[config.mk]
export PLATFORM = sky130hd
export DESIGN_NAME = pattern_detector_param
export DESIGN_NICKNAME = d
export VERILOG_FILES = /design/src/rtl/pattern_detector_param.sv
export SDC_FILE = /design/constraint.sdc
export NUM_CORES = 1
export LEC_CHECK = 0
export CORE_AREA = 2 2 39 41
export DETAILED_ROUTE_END_ITERATION = 8
export DIE_AREA = 0 0 41 43
export DONT_BUFFER_PORTS = 1
export PLACE_DENSITY = 0.63
export SYNTH_ARGS = -nofsm -noshare
export SYNTH_HDL_FRONTEND = slang
export SYNTH_SLANG_ARGS = --single-unit
[constraint.sdc]
create_clock -name clk -period 2.6 [get_ports clk]
set_clock_uncertainty 0.15 [all_clocks]
set_input_delay 0.26 -clock clk [delete_from_list [all_inputs] [get_ports clk]]
set_output_delay 0.26 -clock clk [all_outputs]
set_load 0.01 [all_outputs]
[src/rtl/pattern_detector_param.sv]
// rtl/pattern_detector_param.sv - serial bit-pattern detector with loadable pattern and match counter
//
// Ports:
//   clk          single clock, all state updates on rising edge
//   rst          synchronous active-high reset
//   din          serial data bit
//   din_valid    din is accepted on an edge only when high
//   pat_load     load pat_in into the pattern register (wins over din_valid)
//   pat_in       new pattern, MSB is the first bit in time
//   overlap_en   1 = overlapping matches, 0 = non-overlapping
//   dout         registered match pulse, one cycle after the matching bit
//   match_count  saturating match counter
//
// Optional feature: define MATCH_COUNT_EN to build the match counter;
// without it match_count is tied to 0.
module pattern_detector_param #(
    parameter int                 PAT_LEN     = 5,
    parameter logic [PAT_LEN-1:0] RST_PATTERN = PAT_LEN'(5'b11011),
    parameter int                 CNT_W       = 8
) (
    input  logic               clk,
    input  logic               rst,
    input  logic               din,
    input  logic               din_valid,
    input  logic               pat_load,
    input  logic [PAT_LEN-1:0] pat_in,
    input  logic               overlap_en,
    output logic               dout,
    output logic [CNT_W-1:0]   match_count
);

    localparam int               FW       = $clog2(PAT_LEN + 1);
    localparam logic [FW-1:0]    FILL_MAX = FW'(PAT_LEN);

    typedef enum logic [1:0] {
        EMPTY   = 2'd0,
        FILLING = 2'd1,
        FULL    = 2'd2
    } state_t;

    state_t             state;
    logic [PAT_LEN-1:0] pattern;
    logic [PAT_LEN-1:0] history;
    logic [FW-1:0]      fill;

    logic [PAT_LEN-1:0] hist_next;
    logic [FW-1:0]      fill_next;
    logic               match_hit;

    // Post-shift view of the history; a match is judged on these values.
    always_comb begin
        hist_next = {history[PAT_LEN-2:0], din};
        fill_next = (fill == FILL_MAX) ? FILL_MAX : fill + FW'(1);
        match_hit = din_valid && !pat_load &&
                    (hist_next == pattern) && (fill_next == FILL_MAX);
    end

    always_ff @(posedge clk) begin
        if (rst) begin
            state   <= EMPTY;
            pattern <= RST_PATTERN;
            history <= '0;
            fill    <= '0;
            dout    <= 1'b0;
        end else if (pat_load) begin
            // The bit offered on a load edge is discarded.
            state   <= EMPTY;
            pattern <= pat_in;
            fill    <= '0;
            dout    <= 1'b0;
        end else if (din_valid) begin
            history <= hist_next;
            dout    <= match_hit;
            if (match_hit && !overlap_en) begin
                // Non-overlapping: restart filling so no bit is reused.
                fill  <= '0;
                state <= EMPTY;
            end else begin
                fill <= fill_next;
                case (state)
                    EMPTY:   state <= (fill_next == FILL_MAX) ? FULL : FILLING;
                    FILLING: state <= (fill_next == FILL_MAX) ? FULL : FILLING;
                    default: state <= FULL;
                endcase
            end
        end else begin
            dout <= 1'b0;
        end
    end

`ifdef MATCH_COUNT_EN
    always_ff @(posedge clk) begin
        if (rst) begin
            match_count <= '0;
        end else if (match_hit && (match_count != {CNT_W{1'b1}})) begin
            match_count <= match_count + CNT_W'(1);
        end
    end
`else
    assign match_count = '0;
`endif

endmodule

==> impl_metrics.prom <==
# TYPE chip_impl_metric gauge
chip_impl_metric{name="finish.net_count",unit=""} 90
chip_impl_metric{name="first_global_vias",unit=""} 458
chip_impl_metric{name="setup.reg_to_reg.worst_slack",unit="ps"} 1100
chip_impl_metric{name="clkSlewWorstSetupHoldPaths",unit="ps"} 80
chip_impl_metric{name="synth_compound_area_frac",unit=""} 0.0946
chip_impl_metric{name="routed_wire_length_per_instance",unit="microns"} 12.2
chip_impl_metric{name="seq_area_frac_synth",unit=""} 0.402
chip_impl_metric{name="cts_buffers",unit=""} 3
chip_impl_metric{name="timing.fmax",unit="GHz"} 0.555
chip_impl_info{name="min-delay-start",value="rst"} 1
chip_impl_metric{name="grt_first_pass_wirelength",unit="mm"} 1.93
chip_impl_metric{name="setup_viol_count_final",unit=""} 0
chip_impl_metric{name="synth_fa_ha_area_frac",unit=""} 0
chip_impl_metric{name="final.period_utilization",unit=""} 0.693
chip_impl_metric{name="reg2reg_depth",unit=""} 3
chip_impl_metric{name="antenna_cells",unit=""} 0
chip_impl_metric{name="rows",unit=""} 14
chip_impl_metric{name="worst_ep_arrival_time",unit="ps"} 1810
chip_impl_info{name="layout.cells.most_common_list",value="13 x sky130_fd_sc_hd__dfxtp_1, 10 x sky130_fd_sc_hd__dlygate4sd3_1, 8 x sky130_fd_sc_hd__nor2_1, 8 x sky130_fd_sc_hd__conb_1"} 1
chip_impl_metric{name="drt_iter0_drc",unit=""} 10
chip_impl_metric{name="pwr_density_cell",unit="nW/um^2"} 516
chip_impl_metric{name="cts_max_path_buffers",unit=""} 2
chip_impl_metric{name="placeableCoreArea",unit="sq um"} 1380
chip_impl_info{name="leading_cell_type_in_the_layout_fill_and_taps_excluded",value="sky130_fd_sc_hd__dfxtp_1"} 1
chip_impl_metric{name="holdPathStages",unit=""} 3
chip_impl_info{name="start_kind",value="input port"} 1
chip_impl_metric{name="wl",unit="mm"} 1.15
chip_impl_info{name="outcome",value="completed"} 1
chip_impl_metric{name="cts_max_level",unit=""} 1
chip_impl_info{name="synth_top_family_by_area",value="simple AND/OR/NAND/NOR gates"} 1
chip_impl_metric{name="synth.ff_latch_count",unit=""} 13
chip_impl_metric{name="gp_congestion",unit=""} 0.741
chip_impl_info{name="grt_setup_unrepaired",value="no"} 1
chip_impl_info{name="r2r-start",value="pattern[1]$_SDFFE_PP1P_"} 1
chip_impl_metric{name="placed_area",unit="sq um"} 616
chip_impl_metric{name="vdd_drop_max",unit="uV"} 321
chip_impl_metric{name="worst_skew_pair.late_latency",unit="ps"} 270
chip_impl_metric{name="post_route_cells_drive_above_1_share",unit=""} 0.0641
chip_impl_metric{name="synthSimpleGateAreaFrac",unit=""} 0.212
chip_impl_metric{name="report.final.hold_viol_count",unit=""} 0
chip_impl_metric{name="floorplan.die_area",unit="sq um"} 1760
chip_impl_metric{name="areaGrowthSynthToFinish",unit="%"} 14.5
chip_impl_metric{name="ys_warn_count",unit=""} 0
chip_impl_info{name="clock_tree_from_tritoncts",value="done"} 1
chip_impl_metric{name="initial_utilization",unit=""} 0.468
chip_impl_info{name="root_buffer",value="sky130_fd_sc_hd__clkbuf_4"} 1
chip_impl_metric{name="drc_errors",unit=""} 0
chip_impl_metric{name="viasPerCell",unit=""} 4.88
chip_impl_metric{name="timing.setup.tns",unit="ps"} 0
chip_impl_metric{name="final_max_slew_viol_count",unit=""} 0
chip_impl_metric{name="period_needed",unit="ps"} 1800
chip_impl_metric{name="drt_pre_antenna_iters",unit=""} 4
chip_impl_metric{name="port_buffers",unit=""} 0
chip_impl_info{name="critical_path.endpoint_type",value="flip-flop"} 1
chip_impl_info{name="holdPathEnd",value="fill[0]$_SDFFE_PP0P_"} 1
chip_impl_metric{name="final.fill_count",unit=""} 147
chip_impl_metric{name="netlist_instances",unit=""} 68
chip_impl_metric{name="average_cell_area_after_synthesis",unit="sq um"} 9.53
chip_impl_metric{name="clock-sinks",unit=""} 13
chip_impl_metric{name="chipHeight",unit="microns"} 43
chip_impl_metric{name="grt.overflow.total",unit=""} 0
chip_impl_metric{name="io_pins",unit=""} 20
chip_impl_metric{name="xor_xnor_share_of_the_synthesized_area",unit=""} 0.0811
chip_impl_metric{name="cap_viol_max_count",unit=""} 0
chip_impl_metric{name="cts_post_setup_buffers_inserted",unit=""} 0
chip_impl_metric{name="final_cells",unit=""} 94
chip_impl_metric{name="synth.cell_area",unit="sq um"} 648
chip_impl_metric{name="die_width",unit="microns"} 41
chip_impl_metric{name="netlist-cell-type-count",unit=""} 23
chip_impl_metric{name="grt.total_usage",unit=""} 0.164
chip_impl_metric{name="route.antenna.remaining_nets",unit=""} 0
chip_impl_metric{name="muxShareOfSynthArea",unit=""} 0.0772
chip_impl_info{name="worst_r2r_endpoint",value="pattern[1]$_SDFFE_PP1P_"} 1
chip_impl_info{name="critPathKind",value="in -> reg"} 1
chip_impl_metric{name="maximum_number_of_pins_on_one_net_before_global_route_repair",unit=""} 11
chip_impl_metric{name="cp_data_required_time",unit="ps"} 2610
chip_impl_info{name="timing.hold.worst.class",value="in -> reg"} 1
chip_impl_metric{name="static-leakage-power",unit="nW"} 0.312
chip_impl_metric{name="num_vias",unit=""} 459
chip_impl_metric{name="hpwl",unit="microns"} 713
chip_impl_metric{name="placed_cells",unit=""} 80
chip_impl_metric{name="antenna_violations_before_repair",unit=""} 0
chip_impl_metric{name="path_max_fanout",unit=""} 10
chip_impl_metric{name="finalInstanceArea",unit="sq um"} 742
[layout make-up]
class / instances / area [sq um] / area share
multi-input combinational: 50 / 332 / 0.447
inverter: 1 / 3.75 / 0.00506
sequential: 13 / 260 / 0.351
clock buffer: 4 / 26.3 / 0.0354
tap: 16 / 20.0 / 0.0270
timing repair buffer: 10 / 100 / 0.135
[kinds of logic (layout without fill, tap and decap cells)]
kind of cell | count (synthesis) | count (layout)
buffers and inverters | 12 | 15
AOI/OAI and AO/OA | 7 | 7
xor gates and xnor gates | 6 | 6
muxes | 5 | 5
DFF | 13 | 13
and+or+nand+nor | 24 | 24
other | 1 | 8
[cell usage after synthesis]
| cell | number | area, sq um |
|---|---|---|
| sky130_fd_sc_hd__nor3_1 | 1 | 5.00 |
| sky130_fd_sc_hd__a211o_1 | 4 | 35.0 |
| sky130_fd_sc_hd__o21ai_1 | 1 | 5.00 |
| sky130_fd_sc_hd__xor2_1 | 1 | 8.76 |
| sky130_fd_sc_hd__buf_4 | 8 | 60.1 |
| sky130_fd_sc_hd__nand4b_4 | 1 | 23.8 |
| sky130_fd_sc_hd__xnor2_1 | 5 | 43.8 |
| sky130_fd_sc_hd__nand4_1 | 1 | 6.26 |
| sky130_fd_sc_hd__clkbuf_1 | 2 | 7.51 |
| sky130_fd_sc_hd__o21ai_0 | 1 | 5.00 |
| sky130_fd_sc_hd__inv_1 | 1 | 3.75 |
| sky130_fd_sc_hd__nand2_1 | 3 | 11.3 |
| sky130_fd_sc_hd__nand3b_1 | 1 | 7.51 |
| sky130_fd_sc_hd__buf_6 | 1 | 11.3 |
| sky130_fd_sc_hd__dfxtp_1 | 13 | 260 |
| sky130_fd_sc_hd__conb_1 | 1 | 3.75 |
| sky130_fd_sc_hd__and2b_1 | 1 | 7.51 |
| sky130_fd_sc_hd__mux2i_1 | 5 | 50.1 |
| sky130_fd_sc_hd__nand3_1 | 3 | 15.0 |
| sky130_fd_sc_hd__o41ai_2 | 1 | 16.3 |
| sky130_fd_sc_hd__nor4_1 | 1 | 6.26 |
| sky130_fd_sc_hd__nor2b_1 | 4 | 25.0 |
| sky130_fd_sc_hd__nor2_1 | 8 | 30.0 |
[worst max-delay path, stage by stage]
cell and delay (ps):
sky130_fd_sc_hd__dlygate4sd3_1 680, sky130_fd_sc_hd__a211o_1 310, sky130_fd_sc_hd__dlygate4sd3_1 560
[flip-flops by register name (all words and copies together) (netlist names)]
signal,count
fill,3
dout,1
history,4
pattern,5
[routing by layer]
metal / share of wire / track usage / up-vias
li1: - / - / 235
met5: 0 / 0 / -
met4: 0.0078 / 0.100 / 0
met1: 0.45 / 0.205 / 208
met3: 0.054 / 0.0419 / 2
met2: 0.49 / 0.241 / 14
[metrics by stage]
step | power (W) | worst slack (ps) | hold slack (ps) | utilization
floorplan | 0.000259 | 1270 | 228 | -
global placement | 0.000248 | 1150 | 184 | 0.445
detailed placement | 0.000248 | 1100 | 186 | 0.445
CTS | 0.000387 | 832 | 5.00 | 0.536
global route | 0.000402 | 777 | 9.33 | 0.536
finish | 0.000383 | 798 | 14.6 | 0.536
[worst max path at each step]
stage	cells after the start	endpoint	from	slack, ps
floorplan	5	fill[0]$_SDFFE_PP0P_	pat_load	1270
global route	3	pattern[1]$_SDFFE_PP1P_	rst	780
detailed placement	4	fill[0]$_SDFFE_PP0P_	pat_load	1100
global placement	4	fill[0]$_SDFFE_PP0P_	pat_load	1150
CTS	3	pattern[1]$_SDFFE_PP1P_	rst	830
finish	3	pattern[1]$_SDFFE_PP1P_	rst	800
[where the power goes]
| part | internal (W) | total (W) | leakage (nW) | switching, W |
|---|---|---|---|---|
| registers | 0.000207 | 0.000212 | 0.106 | 0.00000597 |
| logic | 0.0000257 | 0.0000478 | 0.191 | 0.0000221 |
| clock network | 0.0000594 | 0.000122 | 0.0150 | 0.0000630 |
[what timing repair did]
action / 4_1_cts / 5_1_grt
gates resized for setup: 0 / 0
hold buffers: 10 / 0
endpoints found under the hold margin: 12 / 0
endpoints found under the setup margin: 0 / 0
Power figures use the tool's default switching activity.
